===== src/rtl/uart_rx.sv =====
// UART receiver: 2-FF synchronised rx, mid-bit sampling of 8N1 frames, one-entry valid/ready holding register.
// Define UART_RX_PARITY_EN to receive 8E1 frames and drive parity_err_o.
module uart_rx #(
   parameter int unsigned CLK_FREQ  = 50000000,
   parameter int unsigned BAUD_RATE = 115200
) (
   input  logic       clk,
   input  logic       rst_n,
   input  logic       rx_pin,
   output logic [7:0] data_o,
   output logic       valid_o,
   input  logic       ready_i,
   output logic       busy_o,
   output logic       frame_err_o,
   output logic       overrun_o,
   output logic       parity_err_o
);

   localparam int unsigned CLKS_PER_BIT = CLK_FREQ / BAUD_RATE;
   localparam int unsigned HALF_BIT     = CLKS_PER_BIT / 2;
   localparam int unsigned CW           = (CLKS_PER_BIT > 1) ? $clog2(CLKS_PER_BIT) : 1;

`ifdef UART_RX_PARITY_EN
   typedef enum logic [2:0] {S_IDLE, S_START, S_DATA, S_PARITY, S_STOP} state_t;
`else
   typedef enum logic [1:0] {S_IDLE, S_START, S_DATA, S_STOP} state_t;
`endif

   state_t          r_state, w_state_nxt;
   logic            r_sync1, r_sync2, r_prev;
   logic [CW-1:0]   r_cnt, w_cnt_nxt;
   logic [2:0]      r_idx, w_idx_nxt;
   logic [7:0]      r_shift, w_shift_nxt;
   logic [7:0]      r_data, w_data_nxt;
   logic            r_valid, w_valid_nxt;
   logic            r_ferr, w_ferr_nxt;
   logic            r_ovr, w_ovr_nxt;
   logic            w_good;
   logic            w_half_done, w_bit_done;
`ifdef UART_RX_PARITY_EN
   logic            r_par, w_par_nxt;
   logic            r_perr, w_perr_nxt;
`endif

   assign w_half_done = (r_cnt == CW'(HALF_BIT - 1));
   assign w_bit_done  = (r_cnt == CW'(CLKS_PER_BIT - 1));

   always_ff @(posedge clk or negedge rst_n) begin
      if (!rst_n) begin
         r_sync1 <= 1'b1;
         r_sync2 <= 1'b1;
         r_prev  <= 1'b1;
         r_state <= S_IDLE;
         r_cnt   <= '0;
         r_idx   <= '0;
         r_shift <= '0;
         r_data  <= '0;
         r_valid <= 1'b0;
         r_ferr  <= 1'b0;
         r_ovr   <= 1'b0;
`ifdef UART_RX_PARITY_EN
         r_par   <= 1'b0;
         r_perr  <= 1'b0;
`endif
      end else begin
         r_sync1 <= rx_pin;
         r_sync2 <= r_sync1;
         r_prev  <= r_sync2;
         r_state <= w_state_nxt;
         r_cnt   <= w_cnt_nxt;
         r_idx   <= w_idx_nxt;
         r_shift <= w_shift_nxt;
         r_data  <= w_data_nxt;
         r_valid <= w_valid_nxt;
         r_ferr  <= w_ferr_nxt;
         r_ovr   <= w_ovr_nxt;
`ifdef UART_RX_PARITY_EN
         r_par   <= w_par_nxt;
         r_perr  <= w_perr_nxt;
`endif
      end
   end

   always_comb begin
      w_state_nxt = r_state;
      w_cnt_nxt   = r_cnt + CW'(1);
      w_idx_nxt   = r_idx;
      w_shift_nxt = r_shift;
      w_data_nxt  = r_data;
      w_valid_nxt = r_valid;
      w_ferr_nxt  = 1'b0;
      w_ovr_nxt   = 1'b0;
      w_good      = 1'b0;
`ifdef UART_RX_PARITY_EN
      w_par_nxt   = r_par;
      w_perr_nxt  = 1'b0;
`endif
      if (r_valid && ready_i)
         w_valid_nxt = 1'b0;

      case (r_state)
         S_IDLE: begin
            w_cnt_nxt = '0;
            // Edge-triggered so a held-low (break) line cannot retrigger.
            if (r_prev && !r_sync2)
               w_state_nxt = S_START;
         end
         S_START: begin
            if (w_half_done) begin
               w_cnt_nxt = '0;
               if (r_sync2) begin
                  w_state_nxt = S_IDLE;
               end else begin
                  w_state_nxt = S_DATA;
                  w_idx_nxt   = '0;
               end
            end
         end
         S_DATA: begin
            if (w_bit_done) begin
               w_cnt_nxt          = '0;
               w_shift_nxt[r_idx] = r_sync2;
               if (r_idx == 3'd7) begin
`ifdef UART_RX_PARITY_EN
                  w_state_nxt = S_PARITY;
`else
                  w_state_nxt = S_STOP;
`endif
               end else begin
                  w_idx_nxt = r_idx + 3'd1;
               end
            end
         end
`ifdef UART_RX_PARITY_EN
         S_PARITY: begin
            if (w_bit_done) begin
               w_cnt_nxt   = '0;
               w_par_nxt   = r_sync2;
               w_state_nxt = S_STOP;
            end
         end
`endif
         S_STOP: begin
            if (w_bit_done) begin
               w_cnt_nxt   = '0;
               w_state_nxt = S_IDLE;
               if (!r_sync2)
                  w_ferr_nxt = 1'b1;
`ifdef UART_RX_PARITY_EN
               else if ((^r_shift) ^ r_par)
                  w_perr_nxt = 1'b1;
`endif
               else
                  w_good = 1'b1;
            end
         end
         default: begin
            w_state_nxt = S_IDLE;
            w_cnt_nxt   = '0;
         end
      endcase

      // A byte consumed this cycle frees the holding register for the new one.
      if (w_good) begin
         if (!r_valid || ready_i) begin
            w_data_nxt  = r_shift;
            w_valid_nxt = 1'b1;
         end else begin
            w_ovr_nxt = 1'b1;
         end
      end
   end

   assign data_o      = r_data;
   assign valid_o     = r_valid;
   assign busy_o      = (r_state != S_IDLE);
   assign frame_err_o = r_ferr;
   assign overrun_o   = r_ovr;
`ifdef UART_RX_PARITY_EN
   assign parity_err_o = r_perr;
`else
   assign parity_err_o = 1'b0;
`endif

endmodule


===== config.mk =====
export PLATFORM = sky130hd
export DESIGN_NAME = uart_rx
export DESIGN_NICKNAME = d
export VERILOG_FILES = /design/src/rtl/uart_rx.sv
export SDC_FILE = /design/constraint.sdc
export NUM_CORES = 1
export LEC_CHECK = 0
export ABC_CLOCK_PERIOD_IN_PS = 2580
export BUFFER_PORTS_ARGS = -buffer_cell sky130_fd_sc_hd__buf_2
export CAP_MARGIN = 20
export CORE_MARGIN = 2
export CORE_UTILIZATION = 35
export CTS_CLUSTER_SIZE = 8
export DETAILED_ROUTE_END_ITERATION = 8
export GPL_TIMING_DRIVEN = 0
export SLEW_MARGIN = 15
export SYNTH_ARGS = -nofsm -noshare
export SYNTH_HDL_FRONTEND = slang
export SYNTH_SLANG_ARGS = --single-unit

===== constraint.sdc =====
create_clock -name clk -period 2.58 [get_ports clk]
set_input_delay 0.129 -clock clk [delete_from_list [all_inputs] [get_ports clk]]
set_output_delay 0.129 -clock clk [all_outputs]
set_load 0.05 [all_outputs]

==> impl_metrics.toml <==
[synth]
synth.distinct_cells = 38
synth.top_cells.by_count = "33 x dfrtp_1, 11 x nor2_1, 9 x mux2_2"
synth_top_area_share_pct = 48.93
synthFlopType = "dfrtp_1"
async_reset_ff_share_pct = 100.0
syn_inst = 135
yosysMostFrequentCell = "dfrtp_1"
avgSynthCellArea_um2 = 12.50
yosysWarnings = 0
synthTopCellsByArea = "dfrtp_1 49%, mux2_4 7.1%, mux2_2 6.0%"
yosys_register_bits = 36
seq_area_frac_synth_pct = 53.60
synth_top_area_cell = "dfrtp_1"
netlist_area_um2 = 1688
syn_nets = 144
synth_edf_count = 0

[pwr]
power_frac_clock_pct = 36.4
p_switching_uw = 373.9
p_int_uw = 968.0
total_leakage_power_nw = 0.9977
swShare_pct = 27.86
power_frac_comb_pct = 12.7
power_mw = 1.342
p_per_area_nw_per_um2 = 684.0
power_frac_seq_pct = 50.8
ir_drop_v = 0.0004819

[placed_design]
pre_cts_ws_ps = 181.9
place_congestion = 0.8270
place.port_buffers = 15
dp_hpwl_um = 2072

[setup_path]
cp-start-kind = "register"
worstPathMaxFanout = 8
slowest_delay_ps = 430
crit_arrival_ps = 2580
critical_path.cell_chain = "inv_1 > ha_1 > nand4b_4 > or4_4 > buf_6 > or3b_1 > buf_6 > mux2_4"
crit_top_cell = "buf_6"
worstSetupPathType = "reg -> reg"
slowest_stage = "dfrtp_1"
end_kind = "register"
cp_num_buf_inv = 3
worstPathRequired_ps = 2760
critPathTopFamily = "simple AND/OR/NAND/NOR gates"

[clocking]
cts_tree = "built"
cts_setup_buffers = 0
cts_resized = 0
clock-sinks = 36
cts_hold_buf = 2
htreeDepth = 2
cts_buffer_depth = 2
cts_root_buf = "clkbuf_8"
clock_latency_ps = 290
numCtsBuffers = 5
clk_pin_slew_worst_paths_ps = 70

[routing]
wl_met1_um = 1377
first_pass_iters = 4
drcViolationCount = 0
initialDrtViolationCount = 39
vias = 1111
wl_met3_um = 92
finalWirelength_um = 2982
routedWlPerCell_um = 13.93
wl_met2_um = 1451
dr.max_layer_used = "met4"
ant_nets = 0
routed_via_density = 5.192

[sta]
tns_ps = 0
max_freq_mhz = 417.0
setup_viol = 0
timing.final.crit_share_pct = 92.94
tightest_slew_ps = 881.7
worst_slack_ps = 182.1
drv_slew = 0
fin_hold_ws_ps = 133.0
hold_viol = 0
rsz0062_at_grt = "false"
relSlewSlack_pct = 40.73
finalCriticalPeriod_ps = 2398
fin_skew_ps = 6.001

[grt]
overflow = 0
grt_usage_pct = 12.62
antenna_found_initial = 0
grt_pass1_wl_um = 5043
grt_max_degree = 37
grt_pass1_vias = 1124

[die]
die_h_um = 73.45
fp.coreArea_um2 = 4692
rows = 25
initial_core_util_pct = 35.97
ioPinCount = 17
dieArea_um2 = 5394
dieWidth_um = 73.45

[finish]
area_delta_synth_final_pct = 16.23
nNetsFinal = 168
fin_util_pct = 41.81
antenna_cells = 0
drive_above_1_share_pct = 31.87

[job]
max-cap-violations = 0

[status]
run_status = "complete, no violations"

[hold_path]
hold_path.class = "in -> reg"
-- final cells by class --
type                            count  area [um2]
Inverter                            2       7.507
Clock inverter                      3       42.54
Sequential cell                    36       904.6
Fill cell                         440        2730
Multi-Input combinational cell     91       733.2
Buffer                              6       42.54
Tap cell                           54       67.56
Clock buffer                        5       68.82
Timing Repair Buffer               17       95.09
-- metrics by stage --
stage / instances / instance area (um2)
after floorplan: 135 / 1688
after global placement: 204 / 1831
after detailed placement: 204 / 1831
after CTS: 214 / 1962
after global routing: 214 / 1962
final: 214 / 1962
-- power by group through the flow --
| stage | Sequential, mW | Combinational (mW) | Clock (mW) |
|---|---|---|---|
| 6_report | 0.682 | 0.171 | 0.489 |
| 5_1_grt | 0.692 | 0.194 | 0.532 |
| 3_5_place_dp | 0.691 | 0.169 | 0 |
| 3_3_place_gp | 0.687 | 0.158 | 0 |
| 4_1_cts | 0.680 | 0.173 | 0.500 |
| 2_1_floorplan | 0.672 | 0.127 | 0 |
-- cell families (layout without fill, tap and decap cells) --
family          count (synthesis)  in the layout  share of synthesized area [%]
buf+inv                         8             33                          2.965
other cells                     1              1                         0.2222
fa+ha+maj                       5              5                          3.706
compound gates                  9              9                          3.484
mux                            17             17                          13.12
xor+xnor                        7              7                          3.632
flops                          36             36                          53.60
simple gates                   52             52                          19.27
-- flip-flops by register name, indices dropped and copies added, names as in the netlist, named ones only --
register     flops
data_o           8
r_idx            3
r_sync1          1
r_cnt            9
r_sync2          1
r_shift          8
valid_o          1
frame_err_o      1
r_prev           1
overrun_o        1
r_state          1
-- path summary, 6_finish.rpt --
path	from	endpoint	slack, ps	cells after the start
setup / recovery	r_cnt[1]	data_o[7]	180	8
hold / removal	ready_i	overrun_o	130	3
setup reg to reg	r_cnt[1]	data_o[7]	180	8
hold reg to reg	r_sync1	r_sync2	360	0
max in group asynchronous	rst_n	r_cnt[6]	1640	2
min in group asynchronous	rst_n	data_o[2]	450	2
-- metal layers --
layer | vias to the layer above | GRT usage, %
li1 | 530 | -
met1 | 556 | 14.81
met2 | 18 | 21.03
met3 | 7 | 3.704
met4 | 0 | 6.061
met5 | - | 0
-- placed cells by master (no fill, tap or decap), types with 2 or more instances in the layout --
cell	count
dfrtp_1	33
and3_1	2
clkbuf_1	2
a31oi_1	2
nor2_1	11
nand4_1	4
nor3_1	4
nand2_1	4
nor3b_1	3
xor2_1	6
a21oi_1	2
buf_6	2
dfstp_2	3
nand3b_1	2
ha_1	5
buf_2	16
dlygate4sd3_1	2
a22o_1	2
and4_1	2
nor2b_1	2
nand3_1	7
mux2_2	9
mux2_4	8
nand2b_1	3
inv_1	2
clkbuf_8	5
-- worst reg2reg max path, stage by stage, from the launching register on --
cell      delay (ps)
dfrtp_1          430
inv_1            100
ha_1             210
nand4b_4         120
or4_4            420
buf_6            150
or3b_1           390
buf_6            170
mux2_4           300
No activity file was read; power rests on OpenSTA's default activity.
